$ cat src/rtl/klp_mmio_pkg.sv
// Shared definitions for the MMIO UART transmitter: register offsets,
// STATUS/CTRL bit positions and the transmit state encoding.
package klp_mmio_pkg;

  localparam logic [1:0] REG_TXDATA  = 2'd0;
  localparam logic [1:0] REG_STATUS  = 2'd1;
  localparam logic [1:0] REG_CTRL    = 2'd2;
  localparam logic [1:0] REG_DIVISOR = 2'd3;

  localparam int ST_FULL      = 0;
  localparam int ST_EMPTY     = 1;
  localparam int ST_BUSY      = 2;
  localparam int ST_OVF       = 3;
  localparam int ST_LEVEL_LSB = 8;

  localparam int CTRL_EN     = 0;
  localparam int CTRL_IRQ_EN = 1;

  typedef enum logic [1:0] {
    TX_IDLE,
    TX_START,
    TX_DATA,
    TX_STOP
  } tx_state_t;

  // A divisor of zero would stall the bit timer, so it is stored as one.
  function automatic logic [15:0] clamp_div(input logic [15:0] d);
    return (d == 16'd0) ? 16'd1 : d;
  endfunction

endpackage

$ cat src/rtl/mmio_fifo.sv
// Synchronous first-word-fall-through FIFO; pop_data shows the head entry
// whenever the FIFO is non-empty.
module mmio_fifo #(
  parameter int DEPTH = 8,
  parameter int WIDTH = 8
) (
  input  logic                     clk,
  input  logic                     reset,
  input  logic                     push,
  input  logic [WIDTH-1:0]         push_data,
  input  logic                     pop,
  output logic [WIDTH-1:0]         pop_data,
  output logic                     full,
  output logic                     empty,
  output logic [$clog2(DEPTH):0]   level
);

  localparam int AW = $clog2(DEPTH);

  logic [WIDTH-1:0] mem [DEPTH];
  logic [AW:0]      wr_ptr;
  logic [AW:0]      rd_ptr;

  // NOTE: storage has no reset; only the pointers define which entries are valid.
  always_ff @(posedge clk) begin
    if (push) mem[wr_ptr[AW-1:0]] <= push_data;
  end

  // NOTE: sequential state always uses <= so every flop samples pre-edge values.
  always_ff @(posedge clk or posedge reset) begin
    if (reset) begin
      wr_ptr <= '0;
      rd_ptr <= '0;
    end else begin
      if (push) wr_ptr <= wr_ptr + 1'b1;
      if (pop)  rd_ptr <= rd_ptr + 1'b1;
    end
  end

  assign pop_data = mem[rd_ptr[AW-1:0]];
  assign empty    = (wr_ptr == rd_ptr);
  assign full     = (wr_ptr[AW] != rd_ptr[AW]) && (wr_ptr[AW-1:0] == rd_ptr[AW-1:0]);
  assign level    = wr_ptr - rd_ptr;

endmodule

$ cat src/rtl/mmio_uart_tx.sv
// Memory-mapped 8N1 UART transmitter with a byte FIFO, a programmable bit
// divisor, stall-safe write decoding and an idle interrupt.
module mmio_uart_tx
  import klp_mmio_pkg::*;
#(
  parameter logic [31:0] BASE_ADDR   = 32'h1000_0000,
  parameter int          FIFO_DEPTH  = 8,
  parameter logic [15:0] DEFAULT_DIV = 16'd868
) (
  input  logic        clk,
  input  logic        reset,
  input  logic [31:0] bus_addr,
  input  logic [31:0] bus_wr_data,
  output logic [31:0] bus_rd_data,
  input  logic        bus_cs,
  input  logic        bus_wr,
  input  logic        bus_rd,
  output logic        uart_tx,
  output logic        irq
);

  localparam int LW = $clog2(FIFO_DEPTH) + 1;

  logic        sel;
  logic [1:0]  idx;
  logic        wr_q;
  logic [31:0] addr_q;
  logic [31:0] data_q;
  logic        wr_stb;

  logic        ctrl_en;
  logic        ctrl_irq_en;
  logic [15:0] divisor;
  logic        overflow;

  logic        fifo_push;
  logic        fifo_pop;
  logic        fifo_full;
  logic        fifo_empty;
  logic [7:0]  fifo_data;
  logic [LW-1:0] fifo_level;

  tx_state_t   state;
  logic [15:0] cnt;
  logic [15:0] div_q;
  logic [2:0]  bit_idx;
  logic [7:0]  shreg;

  logic        txdata_wr;
  logic        frame_end;
  logic        bypass;
  logic        ovf_set;
  logic        load;
  logic [7:0]  load_byte;
  logic [31:0] status;

  assign sel = bus_cs & (bus_addr[31:4] == BASE_ADDR[31:4]);
  assign idx = bus_addr[3:2];

  // A store held over several cycles by a pipeline stall matches the
  // previous cycle's access exactly and is therefore performed only once.
  assign wr_stb = sel & bus_wr & ~(wr_q & (addr_q == bus_addr) & (data_q == bus_wr_data));

  always_ff @(posedge clk or posedge reset) begin
    if (reset) begin
      wr_q   <= 1'b0;
      addr_q <= '0;
      data_q <= '0;
    end else begin
      wr_q   <= sel & bus_wr;
      addr_q <= bus_addr;
      data_q <= bus_wr_data;
    end
  end

  // An empty FIFO with an idle, enabled transmitter hands the written byte
  // straight to the shifter so the start bit appears one cycle later.
  assign txdata_wr = wr_stb & (idx == REG_TXDATA);
  assign frame_end = (state == TX_STOP) & (cnt == 16'd0);
  assign fifo_pop  = ctrl_en & ~fifo_empty & ((state == TX_IDLE) | frame_end);
  assign bypass    = ctrl_en & fifo_empty & (state == TX_IDLE) & txdata_wr;
  assign fifo_push = txdata_wr & ~bypass & (~fifo_full | fifo_pop);
  assign ovf_set   = txdata_wr & fifo_full & ~fifo_pop;
  assign load      = fifo_pop | bypass;
  assign load_byte = bypass ? bus_wr_data[7:0] : fifo_data;

  mmio_fifo #(
    .DEPTH (FIFO_DEPTH),
    .WIDTH (8)
  ) u_fifo (
    .clk       (clk),
    .reset     (reset),
    .push      (fifo_push),
    .push_data (bus_wr_data[7:0]),
    .pop       (fifo_pop),
    .pop_data  (fifo_data),
    .full      (fifo_full),
    .empty     (fifo_empty),
    .level     (fifo_level)
  );

  always_ff @(posedge clk or posedge reset) begin
    if (reset) begin
      ctrl_en     <= 1'b0;
      ctrl_irq_en <= 1'b0;
      divisor     <= DEFAULT_DIV;
      overflow    <= 1'b0;
    end else begin
      if (wr_stb && idx == REG_CTRL) begin
        ctrl_en     <= bus_wr_data[CTRL_EN];
        ctrl_irq_en <= bus_wr_data[CTRL_IRQ_EN];
      end
      if (wr_stb && idx == REG_DIVISOR) divisor <= clamp_div(bus_wr_data[15:0]);
      if (ovf_set) overflow <= 1'b1;
      else if (wr_stb && idx == REG_STATUS && bus_wr_data[ST_OVF]) overflow <= 1'b0;
    end
  end

  always_ff @(posedge clk or posedge reset) begin
    if (reset) begin
      state   <= TX_IDLE;
      cnt     <= '0;
      div_q   <= DEFAULT_DIV;
      bit_idx <= '0;
      shreg   <= '0;
      uart_tx <= 1'b1;
      irq     <= 1'b0;
    end else begin
      irq <= ctrl_irq_en & fifo_empty & (state == TX_IDLE);
      if (load) begin
        state   <= TX_START;
        div_q   <= divisor;
        cnt     <= divisor - 16'd1;
        bit_idx <= '0;
        shreg   <= load_byte;
        uart_tx <= 1'b0;
      end else begin
        case (state)
          TX_IDLE: uart_tx <= 1'b1;
          TX_START: begin
            if (cnt == 16'd0) begin
              state   <= TX_DATA;
              cnt     <= div_q - 16'd1;
              uart_tx <= shreg[0];
              shreg   <= {1'b0, shreg[7:1]};
            end else begin
              cnt <= cnt - 16'd1;
            end
          end
          TX_DATA: begin
            if (cnt == 16'd0) begin
              cnt <= div_q - 16'd1;
              if (bit_idx == 3'd7) begin
                state   <= TX_STOP;
                uart_tx <= 1'b1;
              end else begin
                bit_idx <= bit_idx + 3'd1;
                uart_tx <= shreg[0];
                shreg   <= {1'b0, shreg[7:1]};
              end
            end else begin
              cnt <= cnt - 16'd1;
            end
          end
          TX_STOP: begin
            if (cnt == 16'd0) state <= TX_IDLE;
            else              cnt   <= cnt - 16'd1;
          end
        endcase
      end
    end
  end

  // NOTE: every always_comb output gets a default first so no latch is inferred.
  always_comb begin
    status                       = '0;
    status[ST_FULL]              = fifo_full;
    status[ST_EMPTY]             = fifo_empty;
    status[ST_BUSY]              = (state != TX_IDLE);
    status[ST_OVF]               = overflow;
    status[ST_LEVEL_LSB +: 4]    = 4'(fifo_level);
  end

  always_comb begin
    bus_rd_data = '0;
    if (sel && bus_rd) begin
      case (idx)
        REG_TXDATA:  bus_rd_data = '0;
        REG_STATUS:  bus_rd_data = status;
        REG_CTRL:    bus_rd_data = {30'd0, ctrl_irq_en, ctrl_en};
        REG_DIVISOR: bus_rd_data = {16'd0, divisor};
      endcase
    end
  end

endmodule

$ cat config.mk
export PLATFORM = sky130hd
export DESIGN_NAME = mmio_uart_tx
export DESIGN_NICKNAME = d
export VERILOG_FILES = /design/src/rtl/klp_mmio_pkg.sv /design/src/rtl/mmio_fifo.sv /design/src/rtl/mmio_uart_tx.sv
export SDC_FILE = /design/constraint.sdc
export NUM_CORES = 1
export LEC_CHECK = 0
export CAP_MARGIN = 20
export CORE_ASPECT_RATIO = 0.5
export CORE_UTILIZATION = 25
export DETAILED_ROUTE_END_ITERATION = 10
export SLEW_MARGIN = 20
export SYNTH_ARGS = -nofsm -noshare
export SYNTH_HDL_FRONTEND = slang
export SYNTH_SLANG_ARGS = --single-unit
export TNS_END_PERCENT = 20
$ cat constraint.sdc
create_clock -name clk -period 16.6 [get_ports clk]
set_clock_uncertainty 0.05 [all_clocks]
set_input_delay 4.98 -clock clk [delete_from_list [all_inputs] [get_ports clk]]
set_output_delay 4.98 -clock clk [all_outputs]
set_load 0.03 [all_outputs]
==> impl_metrics.py <==
metrics = {
    "placed_design": {
        "port_buffers": 86,
        "hpwl_um": 19900,
        "numPlacedInstances": 1469,
        "gp_congestion": 0.851,
        "place_ws_ps": 3400,
        "place_area_mm2": 0.0116,
    },
    "timing": {
        "hold_viol_final": 0,
        "hold_ws_ps": 449,
        "max_freq_mhz": 75.8,
        "rsz0062_at_grt": "false",
        "period_share_pct": 79.5,
        "setup_ws_ps": 3400,
        "tightest_slew_ps": 919,
        "maxSlewHeadroom_pct": 38.7,
        "slew_violations": 0,
        "fin_crit_ps": 13200,
        "setup_viol": 0,
        "tns_ps": 0,
    },
    "worst_setup_path": {
        "r2r-start": "u_fifo.rd_ptr[2]",
        "crit_arrival_ps": 8170,
        "cp_max_fo": 8,
        "r2r-end": "cnt[13]",
        "rrSetupSlack_ps": 12600,
        "criticalPathCategory": "in2out",
        "startpoint": "bus_addr[21]",
        "r2r_cells": 8,
        "worstPathRequired_ps": 11570,
        "startpoint_type": "primary input",
        "end_kind": "output port",
        "endpoint": "bus_rd_data[13]",
    },
    "synthesis": {
        "synthCells": 872,
        "syn_area_mm2": 0.0102,
        "seq_area_frac_synth_pct": 53.0,
        "synth_top_area_share_pct": 31.4,
        "synth_edf_count": 64,
        "ys_types": 66,
        "yosys_warnings": 0,
        "syn_area_per_cell_um2": 11.7,
        "synthArstFlopShare_pct": 68.5,
        "synth_ff_type": "dfrtp_1",
        "synth_area_leader_cell": "dfrtp_1",
        "ys_ff_latch": 203,
        "synthTopCellsByArea": "dfrtp_1, edfxtp_1, xnor2_1",
    },
    "global_route": {
        "grt_max_degree": 79,
        "grt_overflow_total": 0,
        "grt_pass1_wl_um": 43600,
        "grt_usage_pct": 13.3,
        "grt_pass1_vias": 7346,
        "antenna_found_initial": 1,
    },
    "clock_network": {
        "numClockSinks": 203,
        "htree_levels": 1,
        "cts_tree": "done",
        "cts_root_buf": "clkbuf_16",
        "cts_buffers": 22,
        "path_clk_slew_ps": 60,
        "insertion_delay_ps": 520,
        "clk_path_buf_depth": 3,
        "cts_resized": 0,
        "cts.hold.buffers_added": 0,
        "cts_setup_buffers": 0,
    },
    "cells_and_area": {
        "finalNonFillerCells": 1510,
        "nNetsFinal": 1048,
        "syn_to_final_growth_pct": 20.7,
        "fin_area_mm2": 0.0123,
        "n_fill_cell": 3964,
        "post-route-util_pct": 31.1,
        "drive_above_1_share_pct": 11.0,
    },
    "floorplan": {
        "die_h_um": 145,
        "rows": 51,
        "die_x_um": 288,
        "dieArea_mm2": 0.0417,
        "io_pins": 103,
        "core_area_mm2": 0.0396,
        "start_util_pct": 25.8,
    },
    "routing": {
        "finalWirelength_um": 27100,
        "via_per_inst": 4.77,
        "first_pass_iters": 8,
        "num_vias": 7197,
        "detail_route.iter0.violations": 600,
        "remaining_drc_errors": 10,
        "ant_nets": 0,
        "detail_route.wl_per_cell_um": 17.9,
    },
    "status": {
        "violations": "DRC",
        "outcome": "finished with violations",
    },
    "pwr": {
        "power_mw": 1.08,
        "leakagePower_nw": 4.69,
        "irDropWorstVdd_mv": 0.0632,
        "p_per_area_mw_per_mm2": 87.8,
    },
    "run": {
        "maxCapViolCount": 0,
    },
    "hold_path": {
        "hold_class": "reg2reg",
    },
}
==> final cells by class <==
class / count / area [µm²] / share of cell area, %
Antenna cell: 1 / 2.50 / 0.0203
Clock buffer: 25 / 572 / 4.64
Clock inverter: 15 / 145 / 1.18
Inverter: 30 / 118 / 0.954
Multi-Input combinational cell: 608 / 4450 / 36.1
Sequential cell: 203 / 5410 / 43.9
Tap cell: 530 / 663 / 5.38
Timing Repair Buffer: 98 / 955 / 7.75
==> worst min-delay path by stage <==
stage                     slack, ps  cells after the start                to        startpoint
final                           450                      1  u_fifo.rd_ptr[3]  u_fifo.rd_ptr[3]
after global routing            470                      1  u_fifo.wr_ptr[3]  u_fifo.wr_ptr[3]
after CTS                       450                      1  u_fifo.rd_ptr[3]  u_fifo.rd_ptr[3]
after detailed placement        440                      1  u_fifo.rd_ptr[3]  u_fifo.rd_ptr[3]
after global placement          430                      1            cnt[0]        divisor[0]
after floorplan                 390                      1            cnt[0]        divisor[0]
==> cell usage in the layout, fill, tap and decap left out, types with 17 or more instances in the layout <==
cell type,netlist,routed
nand2_1,51,51
xnor2_1,68,68
clkbuf_16,0,22
edfxtp_1,64,64
nand4_1,37,37
inv_1,29,28
clkdlybuf4s50_1,0,86
nand2b_1,36,36
nor2_1,60,60
nand3_1,17,17
a21oi_1,35,35
dfrtp_1,128,128
nor3_1,25,25
nor4_1,22,22
mux2i_1,23,23
==> flip-flops by register name, indices dropped and copies added, names as in the netlist <==
register,cells
u_fifo.mem,64
addr_q,32
data_q,32
cnt,16
div_q,16
divisor,16
shreg,8
u_fifo.rd_ptr,4
u_fifo.wr_ptr,4
bit_idx,3
state,2
ctrl_en,1
ctrl_irq_en,1
irq,1
overflow,1
uart_tx,1
wr_q,1
==> report_power, final <==
part	switching (mW)	internal, mW
Sequential	0.00373	0.525
Combinational	0.0424	0.0287
Clock	0.202	0.280
==> synthesized netlist by cell type, drive strengths merged (5+ instances only) <==
library cell / n
inv: 29
mux2: 36
nand4: 37
nor2: 60
clkbuf: 15
nand3: 17
o221ai: 9
nor3: 26
or4: 8
nor3b: 7
o22ai: 7
xor2: 16
mux2i: 23
and4: 5
o21ai: 15
xnor2: 68
nor4: 25
o31a: 7
mux4: 16
a21oi: 35
or3: 16
nand2: 52
nand2b: 36
ha: 15
dfstp: 11
dfrtp: 128
a22oi: 5
and2: 9
edfxtp: 64
buf: 31
==> metal layers <==
layer	track usage, %	vias to the layer above	share of wire (%)
li1	-	3363	-
met2	23.2	143	50
met5	0	-	0
met4	3.54	0	2.1
met1	17.5	3651	44
met3	1.76	40	3.6
==> logic make-up (layout without fill, tap and decap cells) <==
family | Yosys count | count (layout) | share of synthesized area [%]
AO/OA/AOI/OAI | 104 | 104 | 6.73
flip-flops | 203 | 203 | 53.0
buffers and inverters | 76 | 168 | 3.87
adder cells (fa/ha/maj) | 16 | 16 | 2.03
AND/OR/NAND/NOR | 313 | 313 | 17.0
multiplexers | 75 | 75 | 10.1
other | 1 | 17 | 0.0367
XOR/XNOR | 84 | 84 | 7.21
==> worst max-delay path: stages <==
cell and delay, ps:
clkdlybuf4s50_1 470, nor4b_1 440, nand4_1 370, or3_1 500
inv_1 70, nand2_1 130, nor2_1 340, and2_1 190
clkdlybuf4s50_1 670
Power figures use the tool's default switching activity.
